`src/rtl/decode_stage.sv`:
```
// RV32I decode/operand-read stage: regfile read-port steering, immediate and control decode,
// and a valid/ready output register. Define DECODE_SCOREBOARD_EN to build the RAW-hazard scoreboard.
module decode_stage #(
    parameter int XLEN = 32
) (
    input  logic            clk,
    input  logic            rst,
    input  logic            in_fetch_valid,
    output logic            out_fetch_ready,
    input  logic [31:0]     in_fetch_instr,
    input  logic [XLEN-1:0] in_fetch_pc,
    output logic [4:0]      out_reg_number_1,
    output logic [4:0]      out_reg_number_2,
    input  logic [XLEN-1:0] in_reg_value_1,
    input  logic [XLEN-1:0] in_reg_value_2,
    input  logic            in_wb_enable,
    input  logic [4:0]      in_wb_number,
    input  logic            in_flush,
    output logic            out_valid,
    input  logic            in_exec_ready,
    output logic [XLEN-1:0] out_pc,
    output logic [XLEN-1:0] out_rs1_value,
    output logic [XLEN-1:0] out_rs2_value,
    output logic [XLEN-1:0] out_imm,
    output logic [6:0]      out_opcode,
    output logic [2:0]      out_funct3,
    output logic            out_funct7_5,
    output logic [4:0]      out_rd,
    output logic            out_illegal
);

    localparam logic [6:0] OPC_LUI    = 7'b0110111;
    localparam logic [6:0] OPC_AUIPC  = 7'b0010111;
    localparam logic [6:0] OPC_JAL    = 7'b1101111;
    localparam logic [6:0] OPC_JALR   = 7'b1100111;
    localparam logic [6:0] OPC_BRANCH = 7'b1100011;
    localparam logic [6:0] OPC_LOAD   = 7'b0000011;
    localparam logic [6:0] OPC_STORE  = 7'b0100011;
    localparam logic [6:0] OPC_OPIMM  = 7'b0010011;
    localparam logic [6:0] OPC_OP     = 7'b0110011;

    logic [31:0]     instr_s;
    logic [4:0]      rs1_s;
    logic [4:0]      rs2_s;
    logic [4:0]      rd_s;
    logic            rs1_used_s;
    logic            rs2_used_s;
    logic            rd_wr_s;
    logic            illegal_s;
    logic [XLEN-1:0] imm_s;
    logic            hazard_s;
    logic            ready_s;
    logic            issue_s;

    logic            valid_q,   valid_d;
    logic [XLEN-1:0] pc_q,      pc_d;
    logic [XLEN-1:0] rs1_val_q, rs1_val_d;
    logic [XLEN-1:0] rs2_val_q, rs2_val_d;
    logic [XLEN-1:0] imm_q,     imm_d;
    logic [6:0]      opcode_q,  opcode_d;
    logic [2:0]      funct3_q,  funct3_d;
    logic            f7_5_q,    f7_5_d;
    logic [4:0]      rd_q,      rd_d;
    logic            illegal_q, illegal_d;

    assign instr_s          = in_fetch_instr;
    assign rs1_s            = instr_s[19:15];
    assign rs2_s            = instr_s[24:20];
    assign out_reg_number_1 = rs1_s;
    assign out_reg_number_2 = rs2_s;

    // Opcode decode: source/destination usage and immediate format.
    always_comb begin
        rs1_used_s = 1'b0;
        rs2_used_s = 1'b0;
        rd_wr_s    = 1'b0;
        illegal_s  = 1'b0;
        imm_s      = 32'd0;
        case (instr_s[6:0])
            OPC_LUI, OPC_AUIPC: begin
                rd_wr_s = 1'b1;
                imm_s   = {instr_s[31:12], 12'd0};
            end
            OPC_JAL: begin
                rd_wr_s = 1'b1;
                imm_s   = {{12{instr_s[31]}}, instr_s[19:12], instr_s[20], instr_s[30:21], 1'b0};
            end
            OPC_JALR, OPC_LOAD, OPC_OPIMM: begin
                rs1_used_s = 1'b1;
                rd_wr_s    = 1'b1;
                imm_s      = {{20{instr_s[31]}}, instr_s[31:20]};
            end
            OPC_BRANCH: begin
                rs1_used_s = 1'b1;
                rs2_used_s = 1'b1;
                imm_s      = {{20{instr_s[31]}}, instr_s[7], instr_s[30:25], instr_s[11:8], 1'b0};
            end
            OPC_STORE: begin
                rs1_used_s = 1'b1;
                rs2_used_s = 1'b1;
                imm_s      = {{20{instr_s[31]}}, instr_s[31:25], instr_s[11:7]};
            end
            OPC_OP: begin
                rs1_used_s = 1'b1;
                rs2_used_s = 1'b1;
                rd_wr_s    = 1'b1;
            end
            default: begin
                illegal_s = 1'b1;
            end
        endcase
    end

    assign rd_s = rd_wr_s ? instr_s[11:7] : 5'd0;

`ifdef DECODE_SCOREBOARD_EN
    logic [31:0] busy_q, busy_d;
    logic [31:0] wb_clr_s;
    logic [31:0] busy_eff_s;

    // Writeback retire mask; a retiring register is no longer a hazard this cycle.
    always_comb begin
        wb_clr_s = 32'd0;
        if (in_wb_enable && (in_wb_number != 5'd0)) begin
            wb_clr_s[in_wb_number] = 1'b1;
        end else begin
            wb_clr_s = 32'd0;
        end
    end

    assign busy_eff_s = busy_q & ~wb_clr_s;
    assign hazard_s   = (rs1_used_s && busy_eff_s[rs1_s]) || (rs2_used_s && busy_eff_s[rs2_s]);

    // Scoreboard next state: flush clears all, an issue's set beats a same-register retire.
    always_comb begin
        busy_d = busy_eff_s;
        if (in_flush) begin
            busy_d = 32'd0;
        end else if (issue_s && (rd_s != 5'd0)) begin
            busy_d[rd_s] = 1'b1;
        end else begin
            busy_d = busy_eff_s;
        end
    end

    // Scoreboard register.
    always_ff @(posedge clk or posedge rst) begin
        if (rst) begin
            busy_q <= 32'd0;
        end else begin
            busy_q <= busy_d;
        end
    end
`else
    logic unused_wb_s;
    assign unused_wb_s = ^{in_wb_enable, in_wb_number};
    assign hazard_s    = 1'b0;
`endif

    assign ready_s         = !hazard_s && !in_flush && (!valid_q || in_exec_ready);
    assign issue_s         = in_fetch_valid && ready_s;
    assign out_fetch_ready = ready_s;

    // Output register next state: load on issue, drain on consume, hold on stall.
    always_comb begin
        valid_d   = valid_q;
        pc_d      = pc_q;
        rs1_val_d = rs1_val_q;
        rs2_val_d = rs2_val_q;
        imm_d     = imm_q;
        opcode_d  = opcode_q;
        funct3_d  = funct3_q;
        f7_5_d    = f7_5_q;
        rd_d      = rd_q;
        illegal_d = illegal_q;
        if (in_flush) begin
            valid_d = 1'b0;
        end else if (issue_s) begin
            valid_d   = 1'b1;
            pc_d      = in_fetch_pc;
            rs1_val_d = in_reg_value_1;
            rs2_val_d = in_reg_value_2;
            imm_d     = imm_s;
            opcode_d  = instr_s[6:0];
            funct3_d  = instr_s[14:12];
            f7_5_d    = instr_s[30];
            rd_d      = rd_s;
            illegal_d = illegal_s;
        end else if (valid_q && in_exec_ready) begin
            valid_d = 1'b0;
        end else begin
            valid_d = valid_q;
        end
    end

    // Output register.
    always_ff @(posedge clk or posedge rst) begin
        if (rst) begin
            valid_q   <= 1'b0;
            pc_q      <= 32'd0;
            rs1_val_q <= 32'd0;
            rs2_val_q <= 32'd0;
            imm_q     <= 32'd0;
            opcode_q  <= 7'd0;
            funct3_q  <= 3'd0;
            f7_5_q    <= 1'b0;
            rd_q      <= 5'd0;
            illegal_q <= 1'b0;
        end else begin
            valid_q   <= valid_d;
            pc_q      <= pc_d;
            rs1_val_q <= rs1_val_d;
            rs2_val_q <= rs2_val_d;
            imm_q     <= imm_d;
            opcode_q  <= opcode_d;
            funct3_q  <= funct3_d;
            f7_5_q    <= f7_5_d;
            rd_q      <= rd_d;
            illegal_q <= illegal_d;
        end
    end

    assign out_valid     = valid_q;
    assign out_pc        = pc_q;
    assign out_rs1_value = rs1_val_q;
    assign out_rs2_value = rs2_val_q;
    assign out_imm       = imm_q;
    assign out_opcode    = opcode_q;
    assign out_funct3    = funct3_q;
    assign out_funct7_5  = f7_5_q;
    assign out_rd        = rd_q;
    assign out_illegal   = illegal_q;

endmodule

```
`config.mk`:
```
export PLATFORM = sky130hd
export DESIGN_NAME = decode_stage
export DESIGN_NICKNAME = d
export VERILOG_FILES = /design/src/rtl/decode_stage.sv
export SDC_FILE = /design/constraint.sdc
export NUM_CORES = 1
export LEC_CHECK = 0
export BUFFER_PORTS_ARGS = -buffer_cell sky130_fd_sc_hd__buf_2
export CORE_ASPECT_RATIO = 0.75
export CORE_MARGIN = 1
export CORE_UTILIZATION = 49
export CTS_CLUSTER_SIZE = 8
export DETAILED_ROUTE_END_ITERATION = 10
export PLACE_DENSITY = 0.92
export SYNTH_ARGS = -nofsm -noshare
export SYNTH_HDL_FRONTEND = slang
export SYNTH_SLANG_ARGS = --single-unit
```
`constraint.sdc`:
```
create_clock -name clk -period 9.2 [get_ports clk]
set_input_delay 1.84 -clock clk [delete_from_list [all_inputs] [get_ports clk]]
set_output_delay 1.84 -clock clk [all_outputs]
set_load 0.02 [all_outputs]
```
**Yosys cells after proc, flatten, opt, wreduce, memory -nomap -nowiden**

Cells that the tools add are included.

- Flip-flop bits (word level): 146
- Input bits: 139
- Logic and storage cells: 39
- Output and inout bits: 157

- Multiplexer cells: 7
- Eq/ne operators: 9
- Bitwise gates (word level): 1
- Reductions and logical operators: 12

Operators by type and width:

| cell | count |
|---|---|
| $pmux 32 s5 | 1 |
| $eq 7x6->1 const B | 3 |
| $eq 7x7->1 const B | 3 |
| $eq 7x5->1 const B | 2 |
| $reduce_or 9->1 | 1 |
| $eq 7x2->1 const B | 1 |
| $reduce_or 7->1 | 1 |
| $mux 1 | 5 |
| $mux 5 | 1 |
| $logic_and 1x1->1 | 3 |
| $reduce_bool 3->1 | 1 |
| $reduce_or 3->1 | 1 |
| $logic_not 1->1 | 2 |
| $reduce_and 2->1 | 1 |
| $reduce_or 2->1 | 1 |
| $logic_or 1x1->1 | 1 |
| $not 1->1 | 1 |

**Depth between registers and ports, before layout**

- Depth in word-level cells: 6
- Mapped depth: 7
- Mapped depth without buffers: 4

**Least setup slack after synthesis**

OpenSTA, ideal clock, no wires.

- Kind: input to output
- Start: in in_exec_ready
- End: out out_fetch_ready
- Arrival: 2159 ps
- Data required time: 7360 ps
- Path slack: 5201 ps
- Stages on the path: 2
- Path through: nor2b_1 nor2_1

- Word-level cells in the longest chain between the ends: 2

RTL lines:

| element | RTL line | RTL |
|---|---|---|
| start, declared | 20 | `input logic in_exec_ready,` |
| $logic_or 1x1->1 | 160 | `assign ready_s = !hazard_s && !in_flush && (!valid_q \|\| in_exec_ready);` |
| $logic_and 1x1->1 | 160 |  |
| end, declared | 9 | `output logic out_fetch_ready,` |

No other way between the ends.

**Worst setup path in the final report**

Same ends and word-level chain as after synthesis.

==> results.txt <==
The flow ran to the end, and the final reports show no timing, DRC or antenna violations. The worst setup path is captured at an output port. The overall routing resource usage came out at 25.6%.

Data on the critical path is required at its endpoint by 7360 ps. The relative contribution of sequential cells to total power came out at 41.8%. The post-placement worst setup slack is 5080 ps. The final routed wire length divided by cell count is 14.0 um. The initial utilization of the core area, before any placement, comes to 50.4%. The maximum resistive drop on vdd was 0.000180 V; the total of endpoints with negative setup slack in the final report was 0. Counting along the longest clock path gives a buffer depth of 2. Number of synthesized register bits: 146. In the synthesized netlist the async set-or-reset flop fraction comes to 100%. The number of nets handed over by synthesis was 795. In this run, placement finished with an instance count of 1065. The average cell area after synthesis is 8.96 sq um. The initial detailed-routing violation count is 220, and the synthesis warning total is 0.

The critical path contains buffers and inverters numbering 2 combined. TritonCTS built the clock tree. The number of buffers inserted for hold repair after clock tree synthesis is 0, and the switching fraction of total power is 30.6%. The logs give 37.9% for the part of the power in the clock network and 20.3% for the share of power burned in combinational logic. The total detailed-routing wirelength is 15400 um.

In this run the power density over the cells is 232 mW/mm^2. The finished layout holds 1097 standard cells, fillers aside. Walking the worst path, the cells encountered are buf_2, nor2b_1, nor2_1, buf_2. In the routed design, unresolved DRC markers number 0. Yosys mapped a number of flops with a built-in enable equal to 0. The post-route minimum period was 4120 ps; the routed length on met1 was 6040 um. Setup repair after global routing left no endpoint under its margin.

Summed over all layers, the global routing overflow is 0. The number of levels the H-tree was split into is 4. The static power due to leakage was 4.49 nW; the fmax was 0.243 GHz. The number of buffers inserted to repair setup after CTS came out at 0.

Broken down by cell family, the worst path's largest delay share belongs to buffers and inverters. The area of the core region was 0.0117 sq mm. The number of diodes was 0. Hold timing on the final database bottoms out at a slack of 468 ps. Among all stages on the critical path, the largest delay is contributed by sky130_fd_sc_hd__buf_2. Buffers placed on the I/O ports in this run total 289. After clock tree synthesis, the clock-pin slew on the worst setup and hold paths is 60 ps. The die area came out at 0.0124 sq mm. The worst setup path is of the in -> out kind. The internal portion of the total power is 1.28 mW. 296 I/O pins were placed. The data arrival time of the critical path was 2280 ps; the met3 wirelength from detailed routing was 1250 um. The detail route stage leaves a number of antenna-violating nets equal to 0. The count of filler cells inserted in the layout was 953; the per-cell via count in the routed design was 4.84. In this run the core area contains 34 standard-cell rows. At the end of the flow, the number of nets in the layout was 1061.

The most numerous cell type found on the critical path is sky130_fd_sc_hd__buf_2. Entering global routing, the biggest net connects 83 pins. The congestion estimate from routability-driven global placement came to 0.824.

Along the worst path, the maximum fanout reaches 2. The run gives 0 as the number of violations of the max-capacitance limit. Cell area after layout: 0.00795 sq mm. The initial antenna violation count is 0, and the ratio of cells with drive above 1 in the final layout is 35.7%.

After clock tree synthesis, the repair step resized 0 gates. In this design, the stage delay of the slowest critical-path cell is 150 ps. In the detailed route, the total length drawn on met2 is 7840 um. Yosys mapped the design onto 36 distinct sky130hd cell types.

The root buffer selected by CTS is sky130_fd_sc_hd__clkbuf_16. The top routing layer in use is met4. The logs give 62.1% for the sequential share of the synthesized area and 10900 um for the detailed-placement wirelength estimate.

The run gives 5091 as the via count of the first global-routing pass. The sort of element at the start of the critical path was an input pin. In this run the tightest slew margin relative to its limit is 35.0%. The detailed-route via count is 5313, and the vertical die dimension is 96.9 um. Summed over all nets, the switching power comes to 565 uW.

The count of final max-slew check failures was 0; the placed standard-cell area was 0.00735 sq mm. On the final layout, the worst clock skew is 6.78 ps. In this run, CTS created clock tree buffers numbering 17. In the final timing run, aggregate negative setup slack is 0 ps. For the pin with the worst max-slew slack, the measured transition is 976 ps.

For the synthesized netlist cell count, the log shows 656. The tightest min-delay check is of the reg -> reg type. For this run, the leading register cell type out of synthesis is sky130_fd_sc_hd__dfrtp_1. Compared with the post-synthesis result, the final layout area differs by 35.3%.

The share of the clock period used by the worst path is 44.8%. The mapped netlist covers 0.00588 sq mm. In this run the horizontal extent of the chip is 128 um. The tree built by TritonCTS fans out to 146 sinks. The number of hold-slack violations in the final timing report was 0.

The final worst slack is 5080 ps. Clock latency on the worst-skew pair: 390 ps. The run gives 4 as the number of detailed-route iterations in the first pass. The first global-routing pass estimated 24700 um of wire.
## cell usage after synthesis, types with 2 or more instances
cell,number,area share (%)
sky130_fd_sc_hd__nand3b_1,2,0.26
sky130_fd_sc_hd__nand2_1,353,23
sky130_fd_sc_hd__buf_2,10,0.85
sky130_fd_sc_hd__a21oi_1,15,1.3
sky130_fd_sc_hd__a22o_1,7,1.0
sky130_fd_sc_hd__buf_4,11,1.4
sky130_fd_sc_hd__a221oi_1,4,0.60
sky130_fd_sc_hd__dfrtp_1,146,62
sky130_fd_sc_hd__a211oi_1,8,1.0
sky130_fd_sc_hd__nand3_1,2,0.17
sky130_fd_sc_hd__buf_1,3,0.19
sky130_fd_sc_hd__o21ai_0,10,0.85
sky130_fd_sc_hd__nor2_1,37,2.4
sky130_fd_sc_hd__inv_1,3,0.19
sky130_fd_sc_hd__nand4b_1,2,0.30
sky130_fd_sc_hd__o22ai_1,2,0.21
sky130_fd_sc_hd__or3_1,2,0.21
sky130_fd_sc_hd__clkbuf_1,21,1.3
## layer usage
metal / GRT usage, % / vias to the layer above
met5: 0 / -
met4: 8.42 / 0
met3: 7.36 / 25
met2: 44.2 / 210
met1: 30.5 / 2496
li1: - / 2582
## logic make-up (layout without fill, tap and decap cells)
group	after synthesis	in the layout	synth area share, %
buf+inv	49	328	4.17
compound gates	51	51	5.81
simple gates	408	408	27.5
flops	146	146	62.1
mux	2	2	0.362
## cell type report
class	instances	area (sq um)	share of cell area [%]
clock inverters	14	178	2.23
well taps	162	203	2.55
clock buffers	18	429	5.40
repair buffers	293	1480	18.6
inverters	3	16.3	0.204
multi-input cells	461	2000	25.1
flip-flops and latches	146	3650	45.9
## worst register-to-register path, stage by stage, from the launching register on
cell and delay (ps):
sky130_fd_sc_hd__dfrtp_1 380, sky130_fd_sc_hd__nand2b_1 150, sky130_fd_sc_hd__and3_4 630, sky130_fd_sc_hd__buf_4 750, sky130_fd_sc_hd__nor2_1 160, sky130_fd_sc_hd__a211oi_1 280
## placed cells by master (no fill, tap or decap), drive strengths merged, types with 7 or more instances in the layout
cell type	Yosys	routed
nor2	38	38
a22o	7	7
dfrtp	146	146
nand2	353	353
a21oi	16	16
inv	3	8
a211oi	8	8
o21ai	10	10
buf	25	293
clkbuf	21	18
## power groups by stage
stage,Sequential (mW),Clock (mW),Combinational [mW]
2_1_floorplan,0.892,0,0.114
3_3_place_gp,0.778,0,0.370
3_5_place_dp,0.782,0,0.378
4_1_cts,0.773,0.713,0.379
5_1_grt,0.784,0.740,0.409
6_report,0.773,0.700,0.375
## sequential cells by signal, summed over array words and instances (netlist names)
signal	count
out_rs1_value	32
out_valid	1
out_funct7_5	1
out_opcode	7
out_pc	32
out_funct3	3
out_rs2_value	32
out_imm	32
out_illegal	1
out_rd	5
## per-stage QoR
step / util (%) / total power [mW]
floorplan: - / 1.01
detailed placement: 63.0 / 1.16
global placement: 63.0 / 1.15
CTS: 68.2 / 1.87
finish: 68.2 / 1.85
global route: 68.2 / 1.93
## final timing paths
kind,start,endpoint,slack (ps),depth (start not counted)
setup / recovery,in_exec_ready,out_fetch_ready,5080,4
max in group asynchronous,rst,out_rs1_value[10],6310,3
hold / removal,out_rs1_value[13],out_rs1_value[13],470,2
setup reg to reg,out_valid,out_imm[17],6740,5
min in group asynchronous,rst,out_rs2_value[22],1500,2
hold reg to reg,out_rs1_value[13],out_rs1_value[13],470,2
No activity file was read; power rests on OpenSTA's default activity.
